## src/rtl/serial_subtractor.sv

```systemverilog
// Bit-serial subtractor: computes a - b - bin one bit per clock, LSB first,
// with a single full-subtractor cell, a registered borrow and a start/busy/done handshake.
module serial_subtractor #(
   parameter int WIDTH = 8
) (
   input  logic             clk,
   input  logic             rst_n,
   input  logic             start,
   input  logic [WIDTH-1:0] a,
   input  logic [WIDTH-1:0] b,
   input  logic             bin,
   output logic             busy,
   output logic             done,
   output logic [WIDTH-1:0] diff,
   output logic             bout
);

   // state  | meaning
   // IDLE   | waiting for start; operands latched on an accepted start
   // RUN    | one bit of the difference produced per clock, LSB first
   // DONE   | one-cycle result-valid pulse; start ignored
   typedef enum logic [1:0] {
      S_IDLE = 2'd0,
      S_RUN  = 2'd1,
      S_DONE = 2'd2
   } state_t;

   localparam int CW = (WIDTH > 1) ? $clog2(WIDTH) : 1;
   localparam logic [CW-1:0] LAST_BIT = CW'(WIDTH - 1);

   state_t           state_q, state_d;
   logic [WIDTH-1:0] a_q, a_d;
   logic [WIDTH-1:0] b_q, b_d;
   logic             br_q, br_d;
   logic [WIDTH-1:0] res_q, res_d;
   logic [CW-1:0]    cnt_q, cnt_d;
   logic             busy_q, busy_d;
   logic             done_q, done_d;
   logic [WIDTH-1:0] diff_q, diff_d;
   logic             bout_q, bout_d;

   logic bit_diff;
   logic bit_bor;

   assign bit_diff = a_q[0] ^ b_q[0] ^ br_q;
   assign bit_bor  = (~a_q[0] & b_q[0]) | (~(a_q[0] ^ b_q[0]) & br_q);

   always_comb begin
      state_d = state_q;
      a_d     = a_q;
      b_d     = b_q;
      br_d    = br_q;
      res_d   = res_q;
      cnt_d   = cnt_q;
      diff_d  = diff_q;
      bout_d  = bout_q;
      case (state_q)
         S_IDLE: begin
            if (start) begin
               a_d     = a;
               b_d     = b;
               br_d    = bin;
               res_d   = '0;
               cnt_d   = '0;
               state_d = S_RUN;
            end
         end
         S_RUN: begin
            res_d = {bit_diff, res_q[WIDTH-1:1]};
            a_d   = a_q >> 1;
            b_d   = b_q >> 1;
            br_d  = bit_bor;
            cnt_d = cnt_q + CW'(1);
            // The last bit lands in the result register and the outputs together.
            if (cnt_q == LAST_BIT) begin
               cnt_d   = '0;
               diff_d  = {bit_diff, res_q[WIDTH-1:1]};
               bout_d  = bit_bor;
               state_d = S_DONE;
            end
         end
         S_DONE: begin
            state_d = S_IDLE;
         end
         default: begin
            state_d = S_IDLE;
         end
      endcase
      busy_d = (state_d == S_RUN);
      done_d = (state_d == S_DONE);
   end

   always_ff @(posedge clk or negedge rst_n) begin
      if (!rst_n) begin
         state_q <= S_IDLE;
         a_q     <= '0;
         b_q     <= '0;
         br_q    <= 1'b0;
         res_q   <= '0;
         cnt_q   <= '0;
         busy_q  <= 1'b0;
         done_q  <= 1'b0;
         diff_q  <= '0;
         bout_q  <= 1'b0;
      end else begin
         state_q <= state_d;
         a_q     <= a_d;
         b_q     <= b_d;
         br_q    <= br_d;
         res_q   <= res_d;
         cnt_q   <= cnt_d;
         busy_q  <= busy_d;
         done_q  <= done_d;
         diff_q  <= diff_d;
         bout_q  <= bout_d;
      end
   end

   assign busy = busy_q;
   assign done = done_q;
   assign diff = diff_q;
   assign bout = bout_q;

endmodule

```

## config.mk

```make
export PLATFORM = sky130hd
export DESIGN_NAME = serial_subtractor
export DESIGN_NICKNAME = d
export VERILOG_FILES = /design/src/rtl/serial_subtractor.sv
export SDC_FILE = /design/constraint.sdc
export NUM_CORES = 1
export LEC_CHECK = 0
export CORE_AREA = 2 2 51 72
export DETAILED_ROUTE_END_ITERATION = 8
export DIE_AREA = 0 0 53 74
export PLACE_DENSITY_LB_ADDON = 0.3
export SYNTH_ARGS = -nofsm -noshare
export SYNTH_HDL_FRONTEND = slang
export SYNTH_SLANG_ARGS = --single-unit
```

## constraint.sdc

```tcl
create_clock -name clk -period 3.8 [get_ports clk]
set_input_delay 0.76 -clock clk [delete_from_list [all_inputs] [get_ports clk]]
set_output_delay 0.76 -clock clk [all_outputs]
set_load 0.05 [all_outputs]
```

; ---- After elaboration in Yosys (flattened, before gate mapping)
; Cells that the tools add are included.
[word_totals]
regBits = 41
output_inout_bits = 11
elab_cells = 41
[classes]
add_sub_neg = 1
eq_ne = 5
mux = 14
bitwise_logic = 7
reduce_logical = 4
[ops]
columns = op, count
row1 = 8-bit case mux with 2 select lines, 3
row2 = 8-bit 2-to-1 mux, 3
row3 = 3-bit 2-to-1 mux, 2
row4 = 3-bit case mux with 2 select lines, 1
row5 = 2-bit by 1-bit equality test with 1-bit output (second input constant), 2
row6 = 2-bit 2-to-1 mux, 2
row7 = 2-bit case mux with 2 select lines, 1
row8 = 2-bit AND reduction, 2
row9 = 3-bit by 1-bit adder with 3-bit output (second input constant), 1
row10 = 3-bit equality test (second input constant), 1
row11 = 1-bit AND, 2
row12 = 2-bit equality test (second input constant), 1
row13 = 2-bit zero test, 1
row14 = 2-bit != test (second input constant), 1
row15 = 1-bit NOT, 2
row16 = 1-bit case mux with 2 select lines, 1
row17 = 2-bit nonzero test, 1
row18 = 1-bit XOR, 2
row19 = 1-bit 2-to-1 mux, 1
row20 = 1-bit OR, 1

; ---- Longest topological paths before layout
[depth]
ltp_word = 5
depth_mapped = 5

; ---- Worst setup path after synthesis
; OpenSTA, ideal clock, no wires.
[synth_path]
path_kind = input-to-reg
from = input port start
to = register b_q[2]
arrival_time_ns = 1.362
path_slack_ns = 2.327
path_stages = 4
path_cell_list = nor2b_1 buf_6 buf_6 a222oi_1
[synth_via]
elab_chain_len = 2
[synth_lines]
columns = element, line_no
row1 = start: declaration, 8  ; input logic start,
row2 = 2-bit != test (no line), -
row3 = 2-bit AND reduction (no line), -
row4 = end signal: assignment, 97  ; b_q <= '0;
row5 = end signal: assignment, 108  ; b_q <= b_d;
row6 = end: declaration, 33  ; logic [WIDTH-1:0] b_q, b_d;
; No other way between the ends.
; A chain may end at the register's enable or synchronous reset.

; ---- Worst setup path in the final report
[layout_path]
from = register diff_q[1] (netlist: diff[1])
to = output port diff[1]
[layout_lines]
columns = element, line_no
row1 = start: declaration, 39  ; logic [WIDTH-1:0] diff_q, diff_d;
row2 = start signal: assignment, 114  ; diff_q <= diff_d;
row3 = end: declaration, 14  ; output logic [WIDTH-1:0] diff,
; No word-level cell between the ends.

==> summary.md <==
| Metric | Value |
|---|---|
| Flop and latch count out of synthesis | 40 |
| Area enclosed by the die boundary | 3920 um^2 |
| Root buffer cell | sky130_fd_sc_hd__clkbuf_8 |
| Clk_lat worst skew | 0.29 ns |
| Run status | finished clean |
| Number of failing hold endpoints at the final stage | 0 |
| Number of levels in the clock H-tree | 2 |
| Hold wc startpoint | diff[5] |
| CTS max path bufs | 2 |
| Initial core utilization | 53.0% |
| Slew headroom | 37.7% |
| Mapped cell area | 1740 um^2 |
| Post-Route Setup TNS | 0 ns |
| Power per cell area | 832 nW/um^2 |
| Routed wirelength normalized by instance count | 15.2 um |
| Layout area overhead | 20.4% |
| Total of max-cap violations | 0 |
| Required time worst endpoint | 3.04 ns |
| Worst setup margin | 1.59 ns |
| RD Place Congestion | 0.706 |
| Net count of the finished layout | 187 |
| Reg clk slew, reported paths | 0.08 ns |
| Number of buffers inserted to repair setup after CTS | 0 |
| FF-to-FF End | cnt_q[0] |
| Drt first pass iters | 8 |
| Num CTS Buffers | 5 |
| Reg2reg start | state_q[1] |
| Total Wirelength | 3120 um |
| Wire length of the first global-routing pass | 5190 um |
| Crit path max-delay cell type | sky130_fd_sc_hd__clkdlybuf4s50_1 |
| Total track usage | 18.5% |
| PnR Total Power | 0.00174 W |
| Clock tree from TritonCTS | built |
| Hold EP | diff[5] |
| Residual antenna-violating net count after detailed routing | 0 |
| Via count of the first global-routing pass | 1,146 |
| Critical path class | reg -> out |
| Critical Path Fanout Max | 2 |
| EDFF count, synth | 0 |
| Final min period | 2.21 ns |
| Global-route met2 utilization | 29.3% |
| I/O pin cnt | 31 |
| Detailed-placement wirelength estimate | 2070 um |
| Instance count after placement with tap cells included | 197 |
| Count of routing violations after the opening detailed-route iteration | 61 |
| Reg2Reg Depth | 2 |
| Standby leakage power | 1.00 nW |
| Tightest Pin Transition | 0.934 ns |
| Cells after synthesis | 136 |
| Global route total overflow | 0 |
| Filler cell count in the final layout | 269 |
| Residual DRC | 0 |
| Type of the tightest min-delay check | reg -> reg |
| Die Height | 74 um |
| Post-Route Skew | 0.00281 ns |
| Minimum setup slack after placement | 1.38 ns |
| Bufs and invs on worst path | 1 |
| Total inserted antenna cells | 0 |
| Horizontal die dimension | 53 um |
| CP endpoint kind | primary output |
| Core ar. | 3280 um^2 |
| Worst supply voltage drop on vdd | 551 uV |
| Count of synthesis-stage warnings from yosys | 0 |
| Fraction of registers with async set/reset | 100% |
| Ratio of routed vias to standard cells | 5.59 |
| Largest net degree at the start of global routing | 41 |
| Non-filler cells, final | 205 |
| Vias | 1,146 |
| RSZ-0062 raised after global routing | no |
| Number of failing setup endpoints in the final timing report | 0 |
| Arr. time, crit path | 1.45 ns |
| Synthesized area per cell | 12.8 um^2 |
| Share of layout cells above drive strength 1 | 13.9% |
| Delay-heaviest family, CP | buffers and inverters |
| Post-cts gate resize count | 0 |
| Fraction of the yosys area taken by sequential cells | 57.5% |
| Maximum clock rate | 0.452 GHz |
| Rows | 25 |
| Net count after synthesis | 159 |
| R2R Setup Slk | 2.06 ns |
| Largest stage delay on the critical path | 0.81 ns |
| CTS hold repair buffers | 0 |
| Total clock sinks | 40 |
| Ys flop type | sky130_fd_sc_hd__dfrtp_1 |
| Routing layer with the top usage in global route | met2 |
| Period Utilization, post-route | 58.3% |
| Initial antenna violation count | 0 |
| Count of cell types in the netlist | 22 |
| Met1 track utilization from global routing | 23.4% |
| Critical-path cell list | clkdlybuf4s50_1 |
| Worst hold stages | 1 |
| Final Slew Violations | 0 |
| GR met3 Demand/Resource | 6.22% |
| Port Buf Inserts | 30 |
| Type of origin of the critical path | register |
-- Yosys cell counts, types with 2 or more instances --
| cell | count | area (um^2) |
|---|---|---|
| sky130_fd_sc_hd__a22o_1 | 9 | 78.8 |
| sky130_fd_sc_hd__mux2_2 | 8 | 90.1 |
| sky130_fd_sc_hd__dfrtp_1 | 40 | 1000 |
| sky130_fd_sc_hd__nor2b_1 | 2 | 12.5 |
| sky130_fd_sc_hd__a222oi_1 | 15 | 150 |
| sky130_fd_sc_hd__o311ai_0 | 2 | 17.5 |
| sky130_fd_sc_hd__ha_1 | 2 | 25.0 |
| sky130_fd_sc_hd__nand2_1 | 2 | 7.51 |
| sky130_fd_sc_hd__o21ba_2 | 2 | 20.0 |
| sky130_fd_sc_hd__buf_2 | 3 | 15.0 |
| sky130_fd_sc_hd__buf_6 | 6 | 67.6 |
| sky130_fd_sc_hd__nand4bb_1 | 2 | 22.5 |
| sky130_fd_sc_hd__nor2_1 | 15 | 56.3 |
| sky130_fd_sc_hd__inv_1 | 20 | 75.1 |
-- layout by cell type, fill, tap and decap left out, types with 2 or more instances in the layout --
master                            synthesis  routed
sky130_fd_sc_hd__inv_1                   20      20
sky130_fd_sc_hd__o21ba_2                  2       2
sky130_fd_sc_hd__nor2b_1                  2       2
sky130_fd_sc_hd__nand4bb_1                2       2
sky130_fd_sc_hd__clkdlybuf4s50_1          0      29
sky130_fd_sc_hd__nor2_1                  15      15
sky130_fd_sc_hd__mux2_2                   8       8
sky130_fd_sc_hd__clkbuf_8                 0       6
sky130_fd_sc_hd__dfrtp_1                 40      40
sky130_fd_sc_hd__ha_1                     2       2
sky130_fd_sc_hd__a222oi_1                15      15
sky130_fd_sc_hd__clkinv_2                 0       2
sky130_fd_sc_hd__nand2_1                  2       2
sky130_fd_sc_hd__a22o_1                   9       9
sky130_fd_sc_hd__o311ai_0                 2       2
-- cells by family after synthesis --
logic type | synth area share, %
flip-flops | 57.5
buffers and inverters | 9.49
AO/OA/AOI/OAI | 16.0
AND/OR/NAND/NOR | 8.05
multiplexers | 6.40
adder cells (fa/ha/maj) | 2.59
-- cell type report --
| class | instances | area, um^2 | share of cell area, % |
|---|---|---|---|
| clock buffers | 6 | 82.6 | 3.94 |
| clock inverters | 2 | 10.0 | 0.478 |
| inverters | 20 | 75.1 | 3.58 |
| multi-input cells | 66 | 574 | 27.4 |
| flip-flops and latches | 40 | 1000 | 47.8 |
| well taps | 40 | 50.0 | 2.39 |
| repair buffers | 31 | 303 | 14.4 |
-- worst register-to-register path: cells and delay by family, from the launching register on --
family,cells,cell delay [ns]
AO/OA/AOI/OAI,1,0.53
multiplexers,1,0.31
flip-flops,1,0.84
-- state kept, by name, indices dropped and copies added, names as in the netlist, 2 cells and up --
register	cells
b_q	8
a_q	8
res_q	7
cnt_q	3
diff	8
state_q	2
-- worst max path at each step --
stage          depth (start not counted)  slack, ns     from  endpoint
6_report                               1       1.59  diff[1]   diff[1]
5_1_grt                                1       1.53  diff[7]   diff[7]
4_1_cts                                1       1.56  diff[7]   diff[7]
3_5_place_dp                           3       1.38    start  cnt_q[0]
3_3_place_gp                           3       1.43    start  cnt_q[0]
2_1_floorplan                          4       2.33    start    b_q[2]
-- report_power, final --
group	internal [W]	switching [W]
combinational	0.000333	0.000408
clock	0.000145	0.000144
sequential	0.000610	0.000104
total	0.00109	0.000656
-- routing by layer --
metal	up-vias	routed length [um]
met5	-	0
met4	0	39
met3	3	196
met2	37	1580
met1	565	1310
li1	541	-
-- per-stage QoR --
| stage | util (%) | hold slack [ns] | area, um^2 |
|---|---|---|---|
| floorplan | - | 0.462 | 1740 |
| finish | 63.8 | 0.500 | 2100 |
| global placement | 61.0 | 0.478 | 2000 |
| CTS | 63.8 | 0.506 | 2100 |
| detailed placement | 61.0 | 0.485 | 2000 |
| global route | 63.8 | 0.523 | 2100 |
(Power assumes the default switching activity.)
